--- config.mk ---
export PLATFORM = sky130hd
export DESIGN_NAME = coefficient_load_controller
export DESIGN_NICKNAME = d
export VERILOG_FILES = /design/src/rtl/coefficient_pkg.sv /design/src/rtl/coefficient_load_controller.sv
export SDC_FILE = /design/constraint.sdc
export NUM_CORES = 1
export LEC_CHECK = 0
export ABC_AREA = 1
export CAP_MARGIN = 20
export CORE_MARGIN = 5
export CORE_UTILIZATION = 48
export CTS_CLUSTER_DIAMETER = 150
export DETAILED_ROUTE_END_ITERATION = 10
export GPL_TIMING_DRIVEN = 0
export MAX_ROUTING_LAYER = met4
export PLACE_DENSITY = 0.84
export SLEW_MARGIN = 20
export SYNTH_ARGS = -nofsm -noshare
export SYNTH_HDL_FRONTEND = slang
export SYNTH_SLANG_ARGS = --single-unit
--- constraint.sdc ---
create_clock -name clock -period 2 [get_ports clock]
set_clock_uncertainty 0.05 [all_clocks]
set_input_delay 0.2 -clock clock [delete_from_list [all_inputs] [get_ports clock]]
set_output_delay 0.2 -clock clock [all_outputs]
set_load 0.05 [all_outputs]
--- src/rtl/coefficient_pkg.sv ---
// Shared types and default sizing for the coefficient load controller.
package coefficient_pkg;

  localparam int LENGTH_DEF     = 20;
  localparam int DATA_WIDTH_DEF = 8;
  localparam int ADDR_WIDTH_DEF = 5;
  localparam int SUM_WIDTH_DEF  = DATA_WIDTH_DEF + ADDR_WIDTH_DEF;

  typedef enum logic [2:0] {
    S_IDLE,
    S_ADDR,
    S_READ,
    S_LOAD,
    S_DONE
  } state_e;

endpackage

--- src/rtl/coefficient_load_controller.sv ---
// Streams the coefficient table from a synchronous-read ROM into the FIR filter
// over a valid/ready handshake. COEFF_CHECKSUM_EN adds a running coefficient sum.
//
// state | meaning
// IDLE  | waiting for start, all outputs cleared
// ADDR  | romAddress presented; ROM samples it this cycle
// READ  | romData valid; captured into coefficient_out
// LOAD  | coefficient offered to the filter until filterReady
// DONE  | table fully accepted; filterSetFlag held until next start
module coefficient_load_controller
  import coefficient_pkg::*;
#(
  parameter int LENGTH     = LENGTH_DEF,
  parameter int DATA_WIDTH = DATA_WIDTH_DEF,
  parameter int ADDR_WIDTH = ADDR_WIDTH_DEF
) (
  input  logic                         clock,
  input  logic                         reset,
  input  logic                         start,
  output logic [ADDR_WIDTH-1:0]        romAddress,
  input  logic signed [DATA_WIDTH-1:0] romData,
  input  logic                         filterReady,
  output logic signed [DATA_WIDTH-1:0] coefficient_out,
  output logic                         coefficientValid,
  output logic                         busy,
  output logic                         filterSetFlag
`ifdef COEFF_CHECKSUM_EN
  ,
  output logic signed [DATA_WIDTH+ADDR_WIDTH-1:0] coefficientSum
`endif
);

  localparam int SUM_W = DATA_WIDTH + ADDR_WIDTH;
  localparam logic [ADDR_WIDTH-1:0] LAST_ADDR = ADDR_WIDTH'(LENGTH - 1);

  state_e                         state_q, state_d;
  logic [ADDR_WIDTH-1:0]          addr_q, addr_d;
  logic signed [DATA_WIDTH-1:0]   coeff_q, coeff_d;
  logic                           valid_q, valid_d;
  logic                           busy_q, busy_d;
  logic                           flag_q, flag_d;
`ifdef COEFF_CHECKSUM_EN
  logic signed [SUM_W-1:0]        sum_q, sum_d;
`endif

  always_comb begin
    state_d = state_q;
    addr_d  = addr_q;
    coeff_d = coeff_q;
    valid_d = valid_q;
    busy_d  = busy_q;
    flag_d  = flag_q;
`ifdef COEFF_CHECKSUM_EN
    sum_d   = sum_q;
`endif
    case (state_q)
      S_IDLE, S_DONE: begin
        if (start) begin
          addr_d  = '0;
          busy_d  = 1'b1;
          flag_d  = 1'b0;
`ifdef COEFF_CHECKSUM_EN
          sum_d   = '0;
`endif
          state_d = S_ADDR;
        end
      end
      S_ADDR: state_d = S_READ;
      S_READ: begin
        coeff_d = romData;
        valid_d = 1'b1;
        state_d = S_LOAD;
      end
      S_LOAD: begin
        // Address is held while stalled so the table index tracks the offered coefficient.
        if (filterReady) begin
          valid_d = 1'b0;
`ifdef COEFF_CHECKSUM_EN
          sum_d   = sum_q + {{ADDR_WIDTH{coeff_q[DATA_WIDTH-1]}}, coeff_q};
`endif
          if (addr_q == LAST_ADDR) begin
            flag_d  = 1'b1;
            busy_d  = 1'b0;
            state_d = S_DONE;
          end else begin
            addr_d  = addr_q + ADDR_WIDTH'(1);
            state_d = S_ADDR;
          end
        end
      end
      default: state_d = S_IDLE;
    endcase
  end

  always_ff @(posedge clock) begin
    if (reset) begin
      state_q <= S_IDLE;
      addr_q  <= '0;
      coeff_q <= '0;
      valid_q <= 1'b0;
      busy_q  <= 1'b0;
      flag_q  <= 1'b0;
`ifdef COEFF_CHECKSUM_EN
      sum_q   <= '0;
`endif
    end else begin
      state_q <= state_d;
      addr_q  <= addr_d;
      coeff_q <= coeff_d;
      valid_q <= valid_d;
      busy_q  <= busy_d;
      flag_q  <= flag_d;
`ifdef COEFF_CHECKSUM_EN
      sum_q   <= sum_d;
`endif
    end
  end

  assign romAddress       = addr_q;
  assign coefficient_out  = coeff_q;
  assign coefficientValid = valid_q;
  assign busy             = busy_q;
  assign filterSetFlag    = flag_q;
`ifdef COEFF_CHECKSUM_EN
  assign coefficientSum   = sum_q;
`endif

endmodule

After elaboration in Yosys (flattened, before gate mapping)
Cells that the tools add are included.
{"block": "op_classes", "reduce_logical": 8, "addsub": 1, "mux": 18, "eq_ne": 9}
{"operator": "$mux 5", "count": 3}
{"operator": "$pmux 3 s4", "count": 1}
{"operator": "$pmux 5 s2", "count": 1}
{"operator": "$mux 3", "count": 3}
{"operator": "$ne 2x2->1 const B", "count": 4}
{"operator": "$reduce_and 4->1", "count": 2}
{"operator": "$mux 1", "count": 7}
{"operator": "$eq 3x2->1 const B", "count": 2}
{"operator": "$pmux 1 s2", "count": 3}
{"operator": "$add 5x1->5 const B", "count": 1}
{"operator": "$eq 5x5->1 const B", "count": 1}
{"operator": "$reduce_and 2->1", "count": 2}
{"operator": "$reduce_bool 2->1", "count": 2}
{"operator": "$eq 3x1->1 const B", "count": 1}
{"operator": "$eq 3x3->1 const B", "count": 1}
{"operator": "$logic_not 3->1", "count": 1}
{"operator": "$reduce_or 2->1", "count": 1}
{"block": "word_totals", "in_bits": 12, "out_inout_bits": 16, "reg_bits": 19, "wordCells": 42}

Longest topological paths before layout
Gate-level depths: netlist (run 1).
{"block": "depth", "word_depth": 4, "ltp_mapped": 10, "mapped_depth_nobuf": 10}

Least setup slack after synthesis (run 1)
Ideal clock, no wire load.
{"block": "synth_path", "path_type": "register -> register", "start": "reg addr_q[0], in the netlist romAddress[0]", "end": "reg addr_q[4], in the netlist romAddress[4]", "path_slack_ns": 0.201, "path_stages_with_launch": 11, "path_buffers": 0, "period_less_slack_ns": 1.799, "t_arrival_ns": 1.634, "t_required_ns": 1.835, "setup_ns": 0.115, "cell_sequence": "dfxtp_1 ha_1 nand2_1 inv_1 nand2_1 nor2_1 nor2_4 nand2_2 inv_2 nor2_1 nor2_1"}
{"block": "synth_via", "elab_chain_cells": 4}
{"element": "start: declaration", "line": "coefficient_load_controller.sv:37", "rtl": "logic [ADDR_WIDTH-1:0] addr_q, addr_d;"}
{"element": "start signal: assignment", "line": "coefficient_load_controller.sv:108", "rtl": "addr_q <= addr_d;"}
{"element": "$add 5x1->5", "line": "coefficient_load_controller.sv:86", "rtl": "addr_d = addr_q + ADDR_WIDTH'(1);"}
{"element": "$mux 5", "line": "coefficient_load_controller.sv:81", "rtl": "if (addr_q == LAST_ADDR) begin"}
{"element": "$mux 5", "line": "coefficient_load_controller.sv:76", "rtl": "if (filterReady) begin"}
{"element": "$pmux 5 s2", "line": "coefficient_load_controller.sv:56", "rtl": "case (state_q)"}
Several ways; a longest one is shown, not always the timed one. The select of a mux whose other input is x is not followed.
A chain may end at the register's enable or synchronous reset.

Worst setup path after layout (run 1)
{"block": "layout_path", "start": "reg addr_q[2], in the netlist romAddress[2]", "end": "out romAddress[2]"}
{"element": "end: declaration", "line": "coefficient_load_controller.sv:20", "rtl": "output logic [ADDR_WIDTH-1:0] romAddress,"}
No word-level cell between the ends.

==> results of run 1 <==
-- worst min-delay path, delay by kind of cell --
kind,cells,cell delay [ps]
buffers and inverters,1,390
AND/OR/NAND/NOR,2,150
-- final timing paths --
check,startpoint,end,slack [ps],depth (start not counted)
setup / recovery,romAddress[2],romAddress[2],140,1
hold / removal,romData[6],coefficient_out[6],420,3
setup reg to reg,romAddress[0],romAddress[3],430,10
hold reg to reg,filterSetFlag,filterSetFlag,430,2
-- power breakdown --
part           leakage (nW)  internal (mW)  switching [mW]
sequential            0.156          0.443          0.0584
clock                0.0177         0.0746           0.118
combinational         0.333          0.203           0.397
total                 0.507          0.721           0.574
-- cells in the final DEF (no fill, tap or decap) --
master,count
dfxtp_1,19
inv_1,9
inv_2,1
nand2_2,3
nor2_4,3
a21oi_1,7
or2_2,1
clkbuf_1,1
clkdlybuf4s50_1,27
clkinv_2,1
nand3_1,11
ha_1,1
nor2_8,1
nor2_1,32
nand4_1,1
o21bai_1,1
clkbuf_4,3
nand2_1,19
clkinv_1,1
a21oi_4,1
a31oi_1,1
o21ai_0,11
nor3_1,1
-- final cells by class --
| type | count | area [µm²] | share of cell area |
|---|---|---|---|
| repair buffers | 27 | 270 | 0.221 |
| flip-flops and latches | 19 | 380 | 0.311 |
| clock buffers | 3 | 22.5 | 0.0184 |
| inverters | 11 | 41.3 | 0.0337 |
| plain buffers | 1 | 3.75 | 0.00307 |
| well taps | 25 | 31.3 | 0.0256 |
| multi-input cells | 94 | 469 | 0.383 |
| clock inverters | 1 | 5.00 | 0.00409 |
-- logic make-up after synthesis --
logic type,Yosys count
compound gates,21
fa+ha+maj,1
buf+inv,12
flops,19
simple gates,72
-- routing by layer --
layer | vias up | routed length (µm) | part of all wire | track usage
met5 | - | 0 | 0 | -
met4 | 0 | 29 | 0.014 | 0.0511
met3 | 7 | 161 | 0.075 | 0.0563
met2 | 25 | 1000 | 0.47 | 0.308
met1 | 403 | 943 | 0.44 | 0.191
li1 | 469 | - | - | -
-- registers in the layout (all words and copies together) (netlist names) --
| register | flops |
|---|---|
| coefficientValid | 1 |
| romAddress | 5 |
| state_q | 3 |
| filterSetFlag | 1 |
| coefficient_out | 8 |
| busy | 1 |
-- through the flow --
step	hold slack [ps]	setup slack [ps]
2_1_floorplan	219	201
3_3_place_gp	402	423
3_5_place_dp	408	350
4_1_cts	417	132
5_1_grt	430	69.5
6_report	418	140
==> metrics.md, run 1 <==
| Metric | Value |
|---|---|
| Remaining Overflow, GRT | `0` |
| First DRT Iteration DRCs | `26` |
| Sequential area share after synthesis | `0.425` |
| I/O pin count | `28` |
| Leakage | `0.507 nW` |
| Peak VDD IR | `0.732 mV` |
| N_diodes | `0` |
| Largest net degree at the start of global routing | `12` |
| Final worst path period share | `0.930` |
| Critical Path Start Type | `flop` |
| CP Capture Type | `primary output` |
| Die Y | `53.2 µm` |
| Routed WL | `2140 µm` |
| Post_cts resized | `0` |
| WP data arrival | `1610 ps` |
| Vias in the first global route | `851` |
| Fin Setup TNS | `0 ps` |
| Post-synth net total | `138` |
| Gr usage total | `0.177` |
| Maximum clock insertion buffer count | `2` |
| # hold bufs at CTS | `0` |
| Yosys top cell area share | `0.425` |
| WS Path Type | `reg2out` |
| Post-route cell area | `1220 µm²` |
| Share of layout cells above drive strength 1 | `0.0897` |
| # H-tree levels | `1` |
| MaxCap Viol Count | `0` |
| Finished Layout Cells | `181` |
| Slew headroom | `0.651` |
| Placed insts | `177` |
| Worst Max-Slew Pin Slew | `522 ps` |
| CTS Buf Count | `3` |
| Vias post-DR | `904` |
| Clock latency on the worst-skew pair | `300 ps` |
| DR WL/cell | `11.8 µm` |
| Synthesized area | `895 µm²` |
| Util after Layout | `0.701` |
| Global placer's final weighted congestion | `0.828` |
| Xor and xnor fraction of the mapped netlist area | `0` |
| Sinks on Clock Net | `19` |
| Top_reg_cell synth | `dfxtp_1` |
| Fraction of registers with async set/reset | `0` |
| Min Clock Period, post-route | `1860 ps` |
| Synth Register Bits | `19` |
| Post-DRT Antenna Nets | `0` |
| Fillers | `155` |
| Synth area leader | `dfxtp_1` |
| F_max | `538 MHz` |
| HP Class | `in2reg` |
| Synthesized instance count | `125` |
| Compound-cell area share of the yosys netlist | `0.134` |
| Syn Area/Cell | `7.16 µm²` |
| Post-DP HPWL | `1610 µm` |
| Number of remaining DRC errors | `0` |
| Post-synth EDFFs | `0` |
| CP Buf/Inv Count | `1` |
| Worst-path clk slew | `110 ps` |
| Die Wd | `53.2 µm` |
| FP Rows | `15` |
| Root Buffer | `clkbuf_4` |
| First-pass GRT wire length | `3590 µm` |
| Crit path cell chain | `clkdlybuf4s50_1` |
| Setup bufs post-CTS | `0` |
| Placed Area | `1200 µm²` |
| Final Hold Vio Count | `0` |
| Total die area | `2830 µm²` |
| Core ar. | `1750 µm²` |
| CTS tree | `built` |
| Ys Warns | `0` |
| Post-synth cell types | `20` |
| Critical path peak fanout | `8` |
| Setup violators final | `0` |
| Port bufs | `27` |
| Initial Util | `0.513` |
| Post-Synth Adder-Cell Area | `0.0140` |
| Synth top cells by count | `nor2_1 (32), dfxtp_1 (19), nand2_1 (19), nand3_1 (11), o21ai_0 (11)` |
| Worst path required time | `1750 ps` |
| 1st-pass router iterations | `4` |
| RSZ-0062 raised after global routing | `false` |
| PnR Total Power | `1.30 mW` |
| Mux share of post-synthesis cell area | `0` |
| Max Transition Viols Final | `0` |
| Antenna violations before repair | `0` |
| Pwr Density | `1060 nW/µm²` |
| Status | `finished clean` |
| DR vias/cell | `4.99` |
| Most common cell in the netlist | `nor2_1` |
| Worst path slowest cell | `clkdlybuf4s50_1` |
| Post-synthesis simple-gate area fraction | `0.376` |
| Post-layout net count | `170` |
| Largest family of logic cells by synthesized area | `simple AND/OR/NAND/NOR gates` |
| Area Overhead vs Synth | `36.8%` |
| CP top delay family | `buffers and inverters` |
| Area contributors post-synth | `dfxtp_1 (43%), nor2_1 (13%), nand2_1 (8.0%)` |
| Biggest cell delay along the critical path | `850 ps` |
No activity file was read; power rests on OpenSTA's default activity.
==> run 2, diff against run 1 <==
- SETUP_SLACK_MARGIN: default -> 0.05
- SLEW_MARGIN: 20 -> 30
- TNS_END_PERCENT: default -> 1
==> results of run 2 <==
Same layout as run 1: the final DEF is identical, and so are final timing and power.
==> run 3, diff against run 2 <==
- SLEW_MARGIN: 30 -> default
==> results of run 3 <==
Same layout as run 1: the final DEF is identical, and so are final timing and power.
